$ cat config.mk
export PLATFORM = sky130hd
export DESIGN_NAME = memory16x32_flat
export DESIGN_NICKNAME = d
export VERILOG_FILES = /design/src/rtl/memory16x32_pkg.sv /design/src/rtl/memory16x32_if.sv /design/src/rtl/memory16x32.sv /design/src/flat_wrapper.sv
export SDC_FILE = /design/constraint.sdc
export NUM_CORES = 1
export LEC_CHECK = 0
export ABC_AREA = 1
export CAP_MARGIN = 20
export CORE_ASPECT_RATIO = 1.5
export CORE_MARGIN = 8
export CORE_UTILIZATION = 57
export DETAILED_ROUTE_END_ITERATION = 6
export PLACE_DENSITY = 0.75
export SYNTH_ARGS = -nofsm -noshare
export SYNTH_HDL_FRONTEND = slang
export SYNTH_SLANG_ARGS = --single-unit
$ cat constraint.sdc
create_clock -name clk -period 3.4 [get_ports clk]
set_clock_uncertainty 0.05 [all_clocks]
set_input_delay 1.02 -clock clk [delete_from_list [all_inputs] [get_ports clk]]
set_output_delay 1.02 -clock clk [all_outputs]
set_load 0.005 [all_outputs]
$ cat src/rtl/memory16x32_pkg.sv
// Shared constants and the transaction record used by benches driving memory16x32.
package pack;

    localparam int DATA_WIDTH = 32;
    localparam int ADDR_WIDTH = 4;
    localparam int MEM_DEPTH  = 16;

    // One cycle of stimulus: reset, access enable, direction, address and write data.
    typedef struct packed {
        logic                  rst;
        logic                  en;
        logic                  wr_en;
        logic [ADDR_WIDTH-1:0] addr;
        logic [DATA_WIDTH-1:0] data_in;
    } mem_txn_t;

endpackage : pack

$ cat src/rtl/memory16x32_if.sv
// Bus bundle for memory16x32.
//
// Access semantics: one access per cycle, no back-pressure. en=1 with wr_en=1
// is a write, en=1 with wr_en=0 is a read. A read sampled at edge N presents
// its word on data_out after edge N, and valid_out is high for exactly that
// cycle. valid_out is low after writes, idle cycles and reset cycles, while
// data_out keeps the last read word (0 after reset).
interface intf
    import pack::*;
#(
    parameter int DATA_WIDTH = pack::DATA_WIDTH,
    parameter int ADDR_WIDTH = pack::ADDR_WIDTH
) (
    input logic clk
);

    logic                  rst;
    logic                  en;
    logic                  wr_en;
    logic [ADDR_WIDTH-1:0] addr;
    logic [DATA_WIDTH-1:0] data_in;
    logic [DATA_WIDTH-1:0] data_out;
    logic                  valid_out;

    // Memory side.
    modport dut_modport (
        input  clk,
        input  rst,
        input  en,
        input  wr_en,
        input  addr,
        input  data_in,
        output data_out,
        output valid_out
    );

    // Requester side.
    modport tb_modport (
        input  clk,
        output rst,
        output en,
        output wr_en,
        output addr,
        output data_in,
        input  data_out,
        input  valid_out
    );

endinterface : intf

$ cat src/rtl/memory16x32.sv
// 16 x 32 single-port synchronous RAM with registered read data and a read-valid strobe.
module memory16x32
    import pack::*;
#(
    parameter int DATA_WIDTH = pack::DATA_WIDTH,
    parameter int ADDR_WIDTH = pack::ADDR_WIDTH,
    parameter int MEM_DEPTH  = pack::MEM_DEPTH
) (
    intf.dut_modport mem_if
);

    logic [DATA_WIDTH-1:0] mem_q [MEM_DEPTH];

    logic [DATA_WIDTH-1:0] data_out_d;
    logic [DATA_WIDTH-1:0] data_out_q;
    logic                  valid_out_d;
    logic                  valid_out_q;
    logic                  wr_fire;
    logic                  rd_fire;

    // Decode the access and compute the next output register values.
    always_comb begin
        wr_fire     = mem_if.en &  mem_if.wr_en;
        rd_fire     = mem_if.en & ~mem_if.wr_en;
        data_out_d  = data_out_q;
        valid_out_d = 1'b0;
        if (rd_fire) begin
            data_out_d  = mem_q[mem_if.addr];
            valid_out_d = 1'b1;
        end
    end

    // Storage array and output registers; reset clears everything and wins over any access.
    always_ff @(posedge mem_if.clk) begin
        if (mem_if.rst) begin
            for (int i = 0; i < MEM_DEPTH; i++) begin
                mem_q[i] <= '0;
            end
            data_out_q  <= '0;
            valid_out_q <= 1'b0;
        end else begin
            if (wr_fire) begin
                mem_q[mem_if.addr] <= mem_if.data_in;
            end
            data_out_q  <= data_out_d;
            valid_out_q <= valid_out_d;
        end
    end

    assign mem_if.data_out  = data_out_q;
    assign mem_if.valid_out = valid_out_q;

endmodule : memory16x32

$ cat src/flat_wrapper.sv
// flat-port wrapper written by rule: the top's interface ports become plain ports
module memory16x32_flat import pack::*;
#(
    parameter int DATA_WIDTH = pack::DATA_WIDTH,
    parameter int ADDR_WIDTH = pack::ADDR_WIDTH,
    parameter int MEM_DEPTH  = pack::MEM_DEPTH
)
  (clk, mem_if_rst, mem_if_en, mem_if_wr_en, mem_if_addr, mem_if_data_in, mem_if_data_out, mem_if_valid_out);
  intf #(.DATA_WIDTH(DATA_WIDTH), .ADDR_WIDTH(ADDR_WIDTH)) mem_if_i (.clk(clk));
  input wire logic clk;
  input wire logic [$bits(mem_if_i.rst)-1:0] mem_if_rst;
  input wire logic [$bits(mem_if_i.en)-1:0] mem_if_en;
  input wire logic [$bits(mem_if_i.wr_en)-1:0] mem_if_wr_en;
  input wire logic [$bits(mem_if_i.addr)-1:0] mem_if_addr;
  input wire logic [$bits(mem_if_i.data_in)-1:0] mem_if_data_in;
  output wire logic [$bits(mem_if_i.data_out)-1:0] mem_if_data_out;
  output wire logic [$bits(mem_if_i.valid_out)-1:0] mem_if_valid_out;
  assign mem_if_i.rst = mem_if_rst;
  assign mem_if_i.en = mem_if_en;
  assign mem_if_i.wr_en = mem_if_wr_en;
  assign mem_if_i.addr = mem_if_addr;
  assign mem_if_i.data_in = mem_if_data_in;
  assign mem_if_data_out = mem_if_i.data_out;
  assign mem_if_valid_out = mem_if_i.valid_out;
  memory16x32 #(.DATA_WIDTH(DATA_WIDTH), .ADDR_WIDTH(ADDR_WIDTH), .MEM_DEPTH(MEM_DEPTH)) u_core (.mem_if(mem_if_i));
endmodule
==> results of run 1 <==
==> through the flow <==
step	hold WS, ns	cells
global placement	0.4618	3236
finish	0.4795	3324
floorplan	0.4686	2706
detailed placement	0.4625	3236
CTS	0.4816	3324
global route	0.5044	3324
==> power groups by stage <==
stage	sequential [mW]	clock (mW)	combinational, mW
final	7.79	5.92	1.29
after global placement	7.92	0	1.26
after detailed placement	7.94	0	1.28
after CTS	7.79	5.94	1.29
after global routing	7.82	6.20	1.41
after floorplan	7.91	0	0.746
==> per-layer routing <==
layer / GRT usage [%] / vias up
met5: 0 / -
met4: 14.48 / 0
met3: 3.931 / 238
met2: 48.98 / 1054
met1: 31.22 / 8847
li1: - / 8604
==> path summary, 6_finish.rpt <==
| kind | from | endpoint | slack [ns] | depth (start not counted) |
|---|---|---|---|---|
| hold reg to reg | u_core.mem_if.data_out[25]$_SDFFE_PP0P_ | u_core.mem_if.data_out[25]$_SDFFE_PP0P_ | 0.48 | 2 |
| setup reg to reg | u_core.mem_q[0][20]$_SDFFCE_PN0P_ | u_core.mem_if.data_out[20]$_SDFFE_PP0P_ | 2.17 | 8 |
| setup / recovery | mem_if_wr_en | u_core.mem_q[2][10]$_SDFFCE_PN0P_ | 0.80 | 8 |
| hold / removal | u_core.mem_if.data_out[25]$_SDFFE_PP0P_ | u_core.mem_if.data_out[25]$_SDFFE_PP0P_ | 0.48 | 2 |
==> cell type report <==
cell class | count | area share (%)
clock buffer | 65 | 4.791
clock inverter | 23 | 1.383
inverter | 45 | 0.6373
multi-input combinational | 1933 | 27.12
sequential | 545 | 57.93
tap | 564 | 2.549
timing repair buffer | 149 | 5.591
==> cells in the mapped netlist (all sizes together) <==
| master | instances |
|---|---|
| nand2 | 1246 |
| inv | 42 |
| clkinv | 3 |
| dfxtp | 33 |
| nor2 | 580 |
| nand3 | 72 |
| buf | 51 |
| nor3 | 3 |
| clkbuf | 132 |
| edfxtp | 512 |
| o21ai | 32 |
==> sequential cells by signal, indices dropped and copies added, names as in the netlist <==
name,cells
u_core.mem_if.data_out,32
u_core.mem_if.valid_out,1
u_core.mem_q,512
==> cell usage in the layout (no fill, tap or decap) <==
cell type / n
nor3_4: 1
nor2_1: 577
buf_12: 20
clkinv_1: 4
nand3_2: 8
nor3_1: 1
inv_4: 1
nor2_4: 3
o21ai_0: 32
nor3_2: 1
clkbuf_16: 49
buf_4: 58
nand2_2: 16
edfxtp_1: 512
bufinv_16: 10
clkinv_4: 3
dfxtp_1: 33
clkinv_2: 6
nand3_1: 64
clkinvlp_4: 3
nand2_1: 1230
clkbuf_8: 4
inv_2: 2
inv_1: 38
clkbuf_1: 12
buf_6: 1
clkdlybuf4s50_1: 70
inv_6: 1
==> critical path: cells and delay by family <==
kind / cells / cell delay (ns)
buf+inv: 4 / 1.05
simple gates: 4 / 0.70
==> cells by family after synthesis <==
family	after synthesis	share of synthesized area [%]
and+or+nand+nor	1901	29.77
DFF	545	65.88
AOI/OAI and AO/OA	32	0.6579
buffers and inverters	228	3.701
==> out/qor.yml, run 1 <==
synthesis:
  synth_largest_area_cell: "edfxtp_1"
  ys_types: 15
  ys_warn_count: 0
  synthTopCellsByArea: "edfxtp_1, nand2_1, nor2_1, dfxtp_1, clkbuf_1"
  synthesis.instances: 2706
  synth_nets: 2746
  syn-cell-area_um2: 24340
  yosys.area.top_type_share_pct: 63.16
  ys_seq_area_share_pct: 65.88
  synth-seq-cells: 545
  avgSynthCellArea_um2: 8.996
power:
  switching_share_pct: 22.85
  p_per_area_nw_per_um2: 542.1
  ir_drop_mv: 0.3788
  internal-power_mw: 11.58
  seqPwrFrac_pct: 51.9
  fin_total_pwr_mw: 15.01
  power_leakage_nw: 11.77
  clkPwrFrac_pct: 39.4
  pwr-share-comb_pct: 8.6
  p_switching_mw: 3.429
cells_and_area:
  fill_cells: 3243
  syn_to_final_growth_pct: 13.72
  seq_area_um2: 16040
  fin_util_pct: 65.71
  num_antenna_cells: 0
  drive_above_1_share_pct: 6.775
  num-nets-final: 2762
  multi_input_area_um2: 7508
  final_area_um2: 27680
die:
  die_y_um: 269.1
  io_pins: 73
  dieWidth_um: 184.7
  start_util_pct: 57.78
  rows: 92
  core_area_um2: 42130
  die-area_um2: 49710
worst_setup_path:
  critPathKind: "input pin to flop"
  cpPeakStageDelay_ns: 0.55
  cp.arrival_ns: 2.78
  critical_path.endpoint_type: "flop"
  worstPathMaxFanout: 20
  start_kind: "input pin"
  path_cells: "clkdlybuf4s50_1 -> inv_1 -> nor3_4 -> inv_2 -> nor3_2 -> nand2_1 -> nand2_2 -> buf_4"
  crit_slowest_cell: "clkdlybuf4s50_1"
  critPathRequiredTime_ns: 3.58
routing:
  viasPerCell: 5.639
  drt-met1-wl_um: 22750
  drtIter0Drc: 2379
  dr_wl_met3_um: 6454
  highest_layer: "met4"
  wl_met2_um: 34880
  via_count: 18740
  dr.pass1.iters: 6
  wirelength_um: 67610
  antenna_left: 0
  wl_per_cell_um: 20.34
  drc_errors: 0
global_route:
  grt_remaining_overflow: 0
  grt_max_degree: 147
  grt_pass1_wl_um: 103000
  grt_pass1_vias: 18640
  antenna_found_initial: 0
  track_usage_pct: 27.29
placement:
  place_congestion: 0.8557
  place_area_um2: 25970
  post-place-ws_ns: 0.2246
  hpwl_um: 39670
  port-buffer-count: 72
flow_run:
  drv_cap: 0
clock_network:
  holdBufCountCts: 0
  numCtsBuffers: 48
  ctsResizeCount: 0
  clock_latency_ns: 0.57
  cts_max_level: 2
  clkTransAtPathRegs_ns: 0.07
  cts_root_buf: "clkbuf_16"
  clockBufferDepth: 3
  postCtsSetupRepairBufs: 0
  numClockSinks: 545
  cts_tree: "built"
timing:
  period_share_pct: 76.38
  setup_ws_ns: 0.8030
  setup_tns_ns: 0
  worst_slew_pin_slew_ns: 0.7571
  final_hold_viol_count: 0
  maxSlewViolCount: 0
  finalSetupViolCount: 0
  maxSlewHeadroom_pct: 49.47
  min_period_ns: 2.597
  rsz0062_at_grt: "false"
  fmax_mhz: 385.1
min_path:
  min_path_type: "flop to flop"
run_status:
  status: "complete, no violations"
Note: power is estimated with default switching activity, not from simulation.
==> run 2: changes to the inputs <==
- clock period: 3.4 -> 2.42 ns (I/O delays scaled with it)
==> out/qor.yml, run 2 (synthesis gave the netlist of run 1 again) <==
routing:
  dr.pass1.iters: 6  # unchanged
  wl_per_cell_um: 20.80  # +2.2%
  viasPerCell: 5.640  # about the same
  drc_errors: 0  # unchanged
  antenna_left: 0  # unchanged
  wirelength_um: 70470  # +4.2%
  via_count: 19110  # +2.0%
  drtIter0Drc: 1992  # -16%
min_path:
  min_path_type: "flop to flop"
die:
  die-area_um2: 49710  # unchanged
  rows: 92  # unchanged
  io_pins: 73  # unchanged
  die_y_um: 269.1  # unchanged
  core_area_um2: 42130  # unchanged
  dieWidth_um: 184.7  # unchanged
  start_util_pct: 57.78  # unchanged
worst_setup_path:
  critical_path.endpoint_type: "primary output"
  r2r_slack_ns: 1.11  # -1.06 ns
  crit_slowest_cell: "clkdlybuf4s50_1"
  path_cells: "clkdlybuf4s50_1"
  worstPathMaxFanout: 2  # -90%
  path_delay_family: "buffers and inverters"
  cp.arrival_ns: 1.50  # -1.28 ns
  ff2ff_path_depth: 8  # unchanged
  cp.depth: 1  # -7
  critPathKind: "flop to primary output"
  critPathRequiredTime_ns: 1.64  # -1.94 ns
  cp-endpoint: "mem_if_data_out[9]"
  r2r-end: "u_core.mem_if.data_out[4]$_SDFFE_PP0P_"
  reg2reg_from: "u_core.mem_q[6][4]$_SDFFCE_PN0P_"
  crit_buf_inv: 1  # -3
  cpPeakStageDelay_ns: 0.55  # about the same
  cp-startpoint: "u_core.mem_if.data_out[9]$_SDFFE_PP0P_"
  start_kind: "flop"
global_route:
  track_usage_pct: 28.68  # +1.4 points
  antenna_found_initial: 0  # unchanged
  grt_pass1_vias: 19010  # +2.0%
  grt_remaining_overflow: 0  # unchanged
  grt_pass1_wl_um: 107300  # +4.1%
  grt_max_degree: 114  # -22%
timing:
  setup_ws_ns: 0.1418  # -0.6612 ns
  final_hold_viol_count: 0  # unchanged
  rsz0062_at_grt: "false"
  fmax_mhz: 438.9
  finalSetupViolCount: 0  # unchanged
  worst_slew_pin_slew_ns: 1.087  # +0.3295 ns
  maxSlewViolCount: 0  # unchanged
  min_period_ns: 2.278
  period_share_pct: 94.14
  maxSlewHeadroom_pct: 27.39  # -22 points
cells_and_area:
  final_common_cell: "nand2_1"
  fin_util_pct: 67.63  # +1.9 points
  num-nets-final: 2825  # +2.3%
  final_cell_mix: "nand2_1, nor2_1, edfxtp_1"
  syn_to_final_growth_pct: 17.05
  fill_cells: 3162  # -2.5%
  largest_register: "u_core.mem_q"
  num_antenna_cells: 0  # unchanged
  drive_above_1_share_pct: 8.746  # +2.0 points
  fin_cells: 3388  # +1.9%
  multi_input_area_um2: 7559  # +0.67%
  seq_area_um2: 16040  # unchanged
  largest_register_ffs: 512  # unchanged
placement:
  hpwl_um: 43140  # +8.7%
  place_congestion: 0.8700  # +1.7%
  port-buffer-count: 72  # unchanged
  dp.cells: 3297  # +1.9%
  post-place-ws_ns: -0.3304  # -0.5550 ns
power:
  power_leakage_nw: 12.19  # +3.6%
  ir_drop_mv: 0.5687  # +50%
  p_per_area_nw_per_um2: 733.3  # +35%
  fin_total_pwr_mw: 20.89  # +39%
clock_network:
  numCtsBuffers: 50  # +4.2%
  postCtsSetupRepairBufs: 0  # unchanged
  holdBufCountCts: 0  # unchanged
  cts_tree: "built"
  clockBufferDepth: 3  # unchanged
  numClockSinks: 545  # unchanged
  clkTransAtPathRegs_ns: 0.06  # about the same
  ctsResizeCount: 0  # unchanged
  cts_root_buf: "clkbuf_16"
  cts_max_level: 2  # unchanged
  clock_latency_ns: 0.58  # about the same
run_status:
  status: "complete, no violations"
flow_run:
  drv_cap: 0  # unchanged
## run 2: layout make-up
| class | instances | share of cell area, % |
|---|---|---|
| clock buffer | 70 | 4.870 |
| clock inverter | 21 | 0.8256 |
| inverter | 45 | 0.6192 |
| multi-input combinational | 1933 | 26.53 |
| sequential | 545 | 56.28 |
| tap | 564 | 2.477 |
| timing repair buffer | 210 | 8.401 |
## run 2: layer usage
layer | track usage [%] | share of wire, %
met5 | 0 | 0
met4 | 16.83 | 5.7
met3 | 5.600 | 10
met1 | 32.85 | 34
met2 | 49.61 | 50
## run 2: where the power goes
group	switching [mW]	total, mW	internal (mW)
Combinational	1.34	2.02	0.681
Sequential	0.157	11.0	10.8
Clock	3.38	7.92	4.54
## run 2: how the worst min path moves through the flow
stage	startpoint	end	slack, ns	cells after the start
6_report	u_core.mem_if.data_out[11]$_SDFFE_PP0P_	u_core.mem_if.data_out[11]$_SDFFE_PP0P_	0.48	2
5_1_grt	u_core.mem_if.data_out[24]$_SDFFE_PP0P_	u_core.mem_if.data_out[24]$_SDFFE_PP0P_	0.51	2
4_1_cts	u_core.mem_if.data_out[24]$_SDFFE_PP0P_	u_core.mem_if.data_out[24]$_SDFFE_PP0P_	0.48	2
3_5_place_dp	u_core.mem_if.data_out[24]$_SDFFE_PP0P_	u_core.mem_if.data_out[24]$_SDFFE_PP0P_	0.46	2
3_3_place_gp	u_core.mem_if.data_out[24]$_SDFFE_PP0P_	u_core.mem_if.data_out[24]$_SDFFE_PP0P_	0.46	2
2_1_floorplan	u_core.mem_if.data_out[0]$_SDFFE_PP0P_	u_core.mem_if.data_out[0]$_SDFFE_PP0P_	0.47	2
## run 2: stage by stage
step                      area (um2)  setup TNS, ns  hold slack (ns)
final                          28490              0           0.4777
after global routing           28490              0           0.5123
after CTS                      28490              0           0.4810
after detailed placement       26870        -255.64           0.4622
after global placement         26870        -243.71           0.4585
after floorplan                24430         -4.847           0.4686
